===== src/rtl/block_device_arbiter_pkg.sv =====
// Shared types and constants for the block-device arbiter slice.
// Sector length is counted in 64-bit beats; a write of len sectors carries len*64 beats.
package block_device_arbiter_pkg;

  localparam int SECTOR_BITS      = 32;
  localparam int DATA_BITS        = 64;
  localparam int BEATS_PER_SECTOR = 64;
  localparam int BEAT_BITS        = SECTOR_BITS + $clog2(BEATS_PER_SECTOR);
  localparam int MAX_CID_BITS     = 8;

  typedef struct packed {
    logic [MAX_CID_BITS-1:0] cid;
    logic [BEAT_BITS-1:0]    beats;
  } wq_entry_t;

  function automatic logic [BEAT_BITS-1:0] len_to_beats(input logic [SECTOR_BITS-1:0] len);
    return BEAT_BITS'(len) << $clog2(BEATS_PER_SECTOR);
  endfunction

endpackage


===== src/rtl/block_device_write_queue.sv =====
// Order-keeping FIFO of outstanding write requests awaiting their data beats.
// Zero-latency head; a push into a full queue is accepted when a pop happens in the same cycle.
module block_device_write_queue
  import block_device_arbiter_pkg::*;
#(
  parameter int DEPTH = 4
) (
  input  logic      clock,
  input  logic      reset,
  input  logic      push,
  input  wq_entry_t push_entry,
  input  logic      pop,
  output logic      full,
  output logic      empty,
  output wq_entry_t head
);

  localparam int PTR_BITS = $clog2(DEPTH);

  wq_entry_t           mem [DEPTH];
  logic [PTR_BITS:0]   wr_ptr;
  logic [PTR_BITS:0]   rd_ptr;
  logic                do_push;
  logic                do_pop;

  assign empty   = (wr_ptr == rd_ptr);
  assign full    = (wr_ptr[PTR_BITS] != rd_ptr[PTR_BITS]) &&
                   (wr_ptr[PTR_BITS-1:0] == rd_ptr[PTR_BITS-1:0]);
  assign do_pop  = pop && !empty;
  assign do_push = push && (!full || do_pop);
  assign head    = mem[rd_ptr[PTR_BITS-1:0]];

  always_ff @(posedge clock or negedge reset) begin
    if (!reset) begin
      wr_ptr <= '0;
      rd_ptr <= '0;
    end else begin
      if (do_push) wr_ptr <= wr_ptr + 1'b1;
      if (do_pop)  rd_ptr <= rd_ptr + 1'b1;
    end
  end

  always_ff @(posedge clock) begin
    if (do_push) mem[wr_ptr[PTR_BITS-1:0]] <= push_entry;
  end

endmodule


===== src/rtl/block_device_arbiter.sv =====
// Shares one block-device port among N_CLIENTS: round-robin req arbitration with stall hold,
// write data steered in write-request order, responses demuxed by the widened tag's client id.
module block_device_arbiter
  import block_device_arbiter_pkg::*;
#(
  parameter int  N_CLIENTS    = 2,
  parameter int  ADDR_BITS    = 32,
  parameter int  TAG_BITS     = 1,
  parameter int  WQ_DEPTH     = 4,
  localparam int CID_BITS     = $clog2(N_CLIENTS),
  localparam int OUT_TAG_BITS = TAG_BITS + CID_BITS
) (
  input  logic                             clock,
  input  logic                             reset,
  input  logic [N_CLIENTS-1:0]             in_req_valid,
  output logic [N_CLIENTS-1:0]             in_req_ready,
  input  logic [N_CLIENTS-1:0]             in_req_bits_write,
  input  logic [N_CLIENTS*ADDR_BITS-1:0]   in_req_bits_addr,
  input  logic [N_CLIENTS*SECTOR_BITS-1:0] in_req_bits_offset,
  input  logic [N_CLIENTS*SECTOR_BITS-1:0] in_req_bits_len,
  input  logic [N_CLIENTS*TAG_BITS-1:0]    in_req_bits_tag,
  input  logic [N_CLIENTS-1:0]             in_data_valid,
  output logic [N_CLIENTS-1:0]             in_data_ready,
  input  logic [N_CLIENTS*DATA_BITS-1:0]   in_data_bits_data,
  input  logic [N_CLIENTS*TAG_BITS-1:0]    in_data_bits_tag,
  output logic [N_CLIENTS-1:0]             in_resp_valid,
  input  logic [N_CLIENTS-1:0]             in_resp_ready,
  output logic [DATA_BITS-1:0]             in_resp_bits_data,
  output logic [TAG_BITS-1:0]              in_resp_bits_tag,
  output logic [SECTOR_BITS-1:0]           in_info_nsectors,
  output logic [SECTOR_BITS-1:0]           in_info_max_req_len,
  output logic                             out_req_valid,
  input  logic                             out_req_ready,
  output logic                             out_req_bits_write,
  output logic [ADDR_BITS-1:0]             out_req_bits_addr,
  output logic [SECTOR_BITS-1:0]           out_req_bits_offset,
  output logic [SECTOR_BITS-1:0]           out_req_bits_len,
  output logic [OUT_TAG_BITS-1:0]          out_req_bits_tag,
  output logic                             out_data_valid,
  input  logic                             out_data_ready,
  output logic [DATA_BITS-1:0]             out_data_bits_data,
  output logic [OUT_TAG_BITS-1:0]          out_data_bits_tag,
  input  logic                             out_resp_valid,
  output logic                             out_resp_ready,
  input  logic [DATA_BITS-1:0]             out_resp_bits_data,
  input  logic [OUT_TAG_BITS-1:0]          out_resp_bits_tag,
  input  logic [SECTOR_BITS-1:0]           out_info_nsectors,
  input  logic [SECTOR_BITS-1:0]           out_info_max_req_len,
  output logic                             tag_err
);

  logic [N_CLIENTS-1:0] req_elig;
  logic [CID_BITS-1:0]  rr_ptr;
  logic [CID_BITS-1:0]  hold_cid;
  logic                 hold_vld;
  logic                 hold_ok;
  logic [CID_BITS-1:0]  grant;
  logic                 found;
  int                   idx;
  logic [TAG_BITS-1:0]  req_ctag;
  logic                 req_fire;
  logic                 wq_push;
  logic                 wq_pop;
  logic                 wq_full;
  logic                 wq_empty;
  logic                 wq_can_push;
  wq_entry_t            wq_head;
  wq_entry_t            wq_new;
  logic [BEAT_BITS-1:0] beat_cnt;
  logic                 head_vld;
  logic [CID_BITS-1:0]  head_cid;
  logic [TAG_BITS-1:0]  head_dtag;
  logic                 data_fire;
  logic [CID_BITS-1:0]  resp_cid;
  logic                 resp_cid_ok;

  // A non-empty write holds a queue slot; a same-cycle pop frees one for it.
  assign wq_can_push = !wq_full || wq_pop;

  always_comb begin
    req_elig = '0;
    for (int i = 0; i < N_CLIENTS; i++) begin
      req_elig[i] = in_req_valid[i] &&
                    !(in_req_bits_write[i] &&
                      (in_req_bits_len[i*SECTOR_BITS +: SECTOR_BITS] != '0) &&
                      !wq_can_push);
    end
  end

  always_comb begin
    hold_ok = 1'b0;
    for (int i = 0; i < N_CLIENTS; i++) begin
      if (hold_vld && hold_cid == CID_BITS'(i) && req_elig[i]) hold_ok = 1'b1;
    end
  end

  always_comb begin
    found = 1'b0;
    grant = rr_ptr;
    idx   = 0;
    if (hold_ok) begin
      found = 1'b1;
      grant = hold_cid;
    end else begin
      for (int k = 0; k < N_CLIENTS; k++) begin
        idx = (int'(rr_ptr) + k) % N_CLIENTS;
        if (!found && req_elig[idx]) begin
          found = 1'b1;
          grant = CID_BITS'(idx);
        end
      end
    end
  end

  always_comb begin
    out_req_bits_write  = 1'b0;
    out_req_bits_addr   = '0;
    out_req_bits_offset = '0;
    out_req_bits_len    = '0;
    req_ctag            = '0;
    in_req_ready        = '0;
    for (int i = 0; i < N_CLIENTS; i++) begin
      if (grant == CID_BITS'(i)) begin
        out_req_bits_write  = in_req_bits_write[i];
        out_req_bits_addr   = in_req_bits_addr[i*ADDR_BITS +: ADDR_BITS];
        out_req_bits_offset = in_req_bits_offset[i*SECTOR_BITS +: SECTOR_BITS];
        out_req_bits_len    = in_req_bits_len[i*SECTOR_BITS +: SECTOR_BITS];
        req_ctag            = in_req_bits_tag[i*TAG_BITS +: TAG_BITS];
        in_req_ready[i]     = reset && found && out_req_ready;
      end
    end
  end

  assign out_req_valid    = reset && found;
  assign out_req_bits_tag = {grant, req_ctag};
  assign req_fire         = out_req_valid && out_req_ready;
  assign wq_push          = req_fire && out_req_bits_write && (out_req_bits_len != '0);
  assign wq_new           = '{cid: MAX_CID_BITS'(grant), beats: len_to_beats(out_req_bits_len)};

  block_device_write_queue #(.DEPTH(WQ_DEPTH)) u_wq (
    .clock      (clock),
    .reset      (reset),
    .push       (wq_push),
    .push_entry (wq_new),
    .pop        (wq_pop),
    .full       (wq_full),
    .empty      (wq_empty),
    .head       (wq_head)
  );

  // Only the client owning the oldest outstanding write may move data.
  always_comb begin
    head_vld           = 1'b0;
    head_cid           = '0;
    head_dtag          = '0;
    out_data_bits_data = '0;
    in_data_ready      = '0;
    for (int i = 0; i < N_CLIENTS; i++) begin
      if (!wq_empty && wq_head.cid == MAX_CID_BITS'(i)) begin
        head_vld           = in_data_valid[i];
        head_cid           = CID_BITS'(i);
        head_dtag          = in_data_bits_tag[i*TAG_BITS +: TAG_BITS];
        out_data_bits_data = in_data_bits_data[i*DATA_BITS +: DATA_BITS];
        in_data_ready[i]   = reset && out_data_ready;
      end
    end
  end

  assign out_data_valid    = reset && head_vld;
  assign out_data_bits_tag = {head_cid, head_dtag};
  assign data_fire         = out_data_valid && out_data_ready;
  assign wq_pop            = data_fire && (beat_cnt == wq_head.beats - 1'b1);

  assign resp_cid = out_resp_bits_tag[OUT_TAG_BITS-1:TAG_BITS];

  // Unknown client ids are drained so the device never stalls on them.
  always_comb begin
    resp_cid_ok    = 1'b0;
    in_resp_valid  = '0;
    out_resp_ready = 1'b1;
    for (int i = 0; i < N_CLIENTS; i++) begin
      if (resp_cid == CID_BITS'(i)) begin
        resp_cid_ok      = 1'b1;
        in_resp_valid[i] = reset && out_resp_valid;
        out_resp_ready   = in_resp_ready[i];
      end
    end
  end

  assign in_resp_bits_data   = out_resp_bits_data;
  assign in_resp_bits_tag    = out_resp_bits_tag[TAG_BITS-1:0];
  assign in_info_nsectors    = out_info_nsectors;
  assign in_info_max_req_len = out_info_max_req_len;

  always_ff @(posedge clock or negedge reset) begin
    if (!reset) begin
      rr_ptr   <= '0;
      hold_vld <= 1'b0;
      hold_cid <= '0;
      beat_cnt <= '0;
      tag_err  <= 1'b0;
    end else begin
      if (req_fire) begin
        hold_vld <= 1'b0;
        rr_ptr   <= (int'(grant) == N_CLIENTS - 1) ? '0 : grant + 1'b1;
      end else if (out_req_valid) begin
        hold_vld <= 1'b1;
        hold_cid <= grant;
      end
      if (data_fire) beat_cnt <= wq_pop ? '0 : beat_cnt + 1'b1;
      if (out_resp_valid && !resp_cid_ok) tag_err <= 1'b1;
    end
  end

endmodule

===== config.mk =====
export PLATFORM = sky130hd
export DESIGN_NAME = block_device_arbiter
export DESIGN_NICKNAME = d
export VERILOG_FILES = /design/src/rtl/block_device_arbiter_pkg.sv /design/src/rtl/block_device_write_queue.sv /design/src/rtl/block_device_arbiter.sv
export SDC_FILE = /design/constraint.sdc
export NUM_CORES = 1
export LEC_CHECK = 0
export ABC_AREA = 1
export CAP_MARGIN = 20
export CORE_AREA = 2 2 304 306
export DETAILED_ROUTE_END_ITERATION = 8
export DIE_AREA = 0 0 306 308
export PLACE_DENSITY = 0.47
export REMOVE_ABC_BUFFERS = 1
export SLEW_MARGIN = 40
export SYNTH_ARGS = -nofsm -noshare
export SYNTH_HDL_FRONTEND = slang
export SYNTH_SLANG_ARGS = --single-unit

===== constraint.sdc =====
create_clock -name clock -period 13.4 [get_ports clock]
set_input_delay 2.68 -clock clock [delete_from_list [all_inputs] [get_ports clock]]
set_output_delay 2.68 -clock clock [all_outputs]
set_load 0.01 [all_outputs]

==> parameters.txt <==
Parameter                              Value

Outcome
  Status    completed

Clock network
  Later-pin clock latency in the skew report    450 ps
  Clk pin slew, worst setup/hold paths    about 70 ps
  Post-cts resize count    0
  Number of buffers inserted during clock tree synthesis    17
  Post-CTS Setup Bufs    0
  Max Root-Sink Buffers    2
  Root buffer cell    sky130_fd_sc_hd__clkbuf_16
  Total of hold buffers inserted after clock tree synthesis    0
  Sink Count    179
  CTS H-tree lvls    4
  Clock tree from TritonCTS    done

Synth
  Count of distinct cell types in the synthesized netlist    41
  Sequential cell area fraction in the yosys report    about two fifths
  Synth Area per Inst    a little under 7 sq um
  Post-synthesis cell type with the largest combined area    sky130_fd_sc_hd__edfxtp_1
  Number of register bits inferred by synthesis    179
  Area share of the largest cell type after synthesis    a little under a third
  Post-Syn Instances    1884
  Yosys Warn Count    0
  Post-Synthesis Cell Area    0.01304 sq mm
  Cell types occupying the most area after synthesis    sky130_fd_sc_hd__edfxtp_1 30%, sky130_fd_sc_hd__nand2_1 23%, sky130_fd_sc_hd__dfrtp_1 9.0%

Power
  Overall power consumption    roughly 1.9 mW
  LEAKAGE    slightly above 8 nW
  Peak VDD IR    0.06115 mV
  Power density cells    97.50 mW/mm^2

Placed design
  Cell area after placement    0.01846 sq mm
  Detailed placement HPWL    69290 um
  Post-Place Cells    3395
  Global placement routability congestion    0.8972
  Minimum setup slack after placement    approximately 3600 ps
  Port bufs    511

Drt
  DR vias    13770
  Post-DR vias/cell    4.017
  Antenna Nets Post-Route    0
  Detailed Route WL    86300 um
  Starting DRC count in detailed routing    1192
  Final routed DRC violation total    0
  Mean routed wirelength per cell    25.18 um
  Iteration count of the initial detailed-routing pass    8

Worst setup path
  CP max stage cell    sky130_fd_sc_hd__clkdlybuf4s50_1
  Number of buffer and inverter stages on the critical path    5
  Critical Path End Type    primary output
  Highest fanout seen on the critical path    65
  CP Cell Sequence    clkdlybuf4s50_1, nand3_1, nand2_1, nand2_1, nor2_1, nand2_1, nor2_1, nand2_1, nor2_1, nand2_1, nor2_1, nand2_2, nand3_2, nand2_2, inv_2, nand2_2, nand2_4, buf_4, nand2_1, nand2_1, inv_1, clkdlybuf4s50_1
  CP required    10720 ps
  Worst endpoint data arrival time    7100 ps
  Critical path class    in -> out
  Slowest stage delay, CP    650 ps
  Cell occurring most often along the worst timing path    sky130_fd_sc_hd__nand2_1
  Critical Path Source Type    primary input
  Category of cells accounting for the largest share of critical-path delay    simple AND/OR/NAND/NOR gates

STA
  Worst slew margin    48.75%
  Fmax    102.2 MHz
  Number of pins with negative max-slew slack in the final report    0
  Unrepaired setup endpoints after global routing    false
  Slew at the pin with the worst max-slew slack    768.8 ps
  Smallest setup slack after layout    3620 ps
  Final critical path time including I/O delays and setup    9780 ps
  Final cycle utilization of the critical path    72.99%
  Number of setup violations in the final report    0
  Setup TNS    0 ps
  Worst setup skew after layout    between 10 and 15 ps
  Final hold violation count    0

GRT
  GRT Util Overall    17.55%
  Maximum number of pins on one net before global-route repair    70
  Number of antenna violations at the first check in global routing    5
  Global-route wire length before repair    112900 um
  Via count of the first global-routing pass    13190
  Global route overflow    0

Final layout
  Number of nets in the finished design    2702
  Fillers    10180
  Area used by multi-input combinational logic    roughly 0.006 sq mm
  Area growth from synthesis to layout    45.88%
  Share of post-route cells with drive strength above 1    3.704%
  Fin cells    3428
  Final std cell area, no fill    0.01903 sq mm
  Most frequent standard cell in the layout excluding fill and tap cells    sky130_fd_sc_hd__nand2_1
  Sequential cell area    0.005141 sq mm
  Most used cells in the layout excluding fill and tap cells    793 x sky130_fd_sc_hd__nand2_1, 510 x sky130_fd_sc_hd__clkdlybuf4s50_1, 195 x sky130_fd_sc_hd__nand3_1, 185 x sky130_fd_sc_hd__inv_1, 132 x sky130_fd_sc_hd__edfxtp_1

Die
  Overall die height    ~310 um
  I/O pin count    771
  Die width    306 um
  Die footprint    approximately 0.094 sq mm
  Core Area    just over 0.09 sq mm
  Row Count    111
  Starting density of the core    14.34%

Min path
  Path category of the worst min-delay check    reg -> reg

Flow run
  Max capacitance violation total    0
-- layer usage --
layer | vias up | part of all wire, % | track usage [%]
li1 | 6490 | - | -
met1 | 6331 | 37 | 18.49
met2 | 820 | 44 | 26.65
met3 | 103 | 15 | 12.09
met4 | 26 | 3.2 | 5.866
met5 | - | 1.6 | 10.75
-- power breakdown --
part | internal [mW] | total (mW) | switching (mW) | leakage, nW
Combinational | 0.316 | 0.706 | 0.390 | 6.09
Clock | 0.245 | 0.487 | 0.242 | 0.265
Sequential | 0.644 | 0.662 | 0.0182 | 1.76
-- logic make-up after synthesis --
group / Yosys count / synth area share (%)
buffers and inverters: 395 / 15.83
other: 1 / 0.02875
DFF: 179 / 39.41
and+or+nand+nor: 1205 / 38.29
AOI/OAI and AO/OA: 34 / 1.545
xor gates and xnor gates: 63 / 4.231
adders and majority gates: 7 / 0.6715
-- layout make-up --
class | count | area share, %
multi-input cells | 1310 | 30.97
repair buffers | 524 | 27.37
flip-flops and latches | 179 | 27.02
well taps | 1186 | 7.799
inverters | 196 | 3.873
clock buffers | 17 | 2.236
clock inverters | 15 | 0.7168
diodes | 1 | 0.01315
-- state kept, by name, indices dropped and copies added (netlist names) --
signal       cells
u_wq.wr_ptr      3
beat_cnt        38
hold_cid         1
u_wq.rd_ptr      3
u_wq.mem       132
hold_vld         1
rr_ptr           1
-- cell usage after synthesis (all sizes together) --
master   instances
a2111oi          1
a211o            1
a21oi           14
a221oi           1
a31oi            1
a32o             1
and2             2
buf            171
clkbuf          28
clkinv           4
conb             1
dfrtp           47
edfxtp         132
ha               7
inv            192
nand2          804
nand3          197
nand3b           6
nand4           26
nor2           130
nor3            25
nor3b            2
nor4            12
o21ai           11
o21bai           2
o221a            1
o31ai            1
or2              1
xnor2           14
xor2            49
-- path summary, 6_finish.rpt --
check / from / endpoint / slack, ps / depth (start not counted)
min in group asynchronous: reset / u_wq.wr_ptr[1] / 2590 / 2
worst max-delay path: in_data_valid[1] / out_req_bits_len[10] / 3620 / 22
max in group asynchronous: reset / u_wq.rd_ptr[0] / 10310 / 2
worst min register to register: u_wq.rd_ptr[2] / u_wq.rd_ptr[2] / 500 / 1
worst max register to register: u_wq.rd_ptr[0] / u_wq.mem[3][30] / 5970 / 27
worst min-delay path: u_wq.rd_ptr[2] / u_wq.rd_ptr[2] / 500 / 1
-- stage by stage --
stage | hold slack, ps | utilization [%]
floorplan | 452.9 | -
global placement | 490.4 | 20.28
detailed placement | 484.7 | 20.30
CTS | 502.9 | 20.91
global route | 511.4 | 20.92
finish | 497.4 | 20.92
No activity file was read; power rests on OpenSTA's default activity.
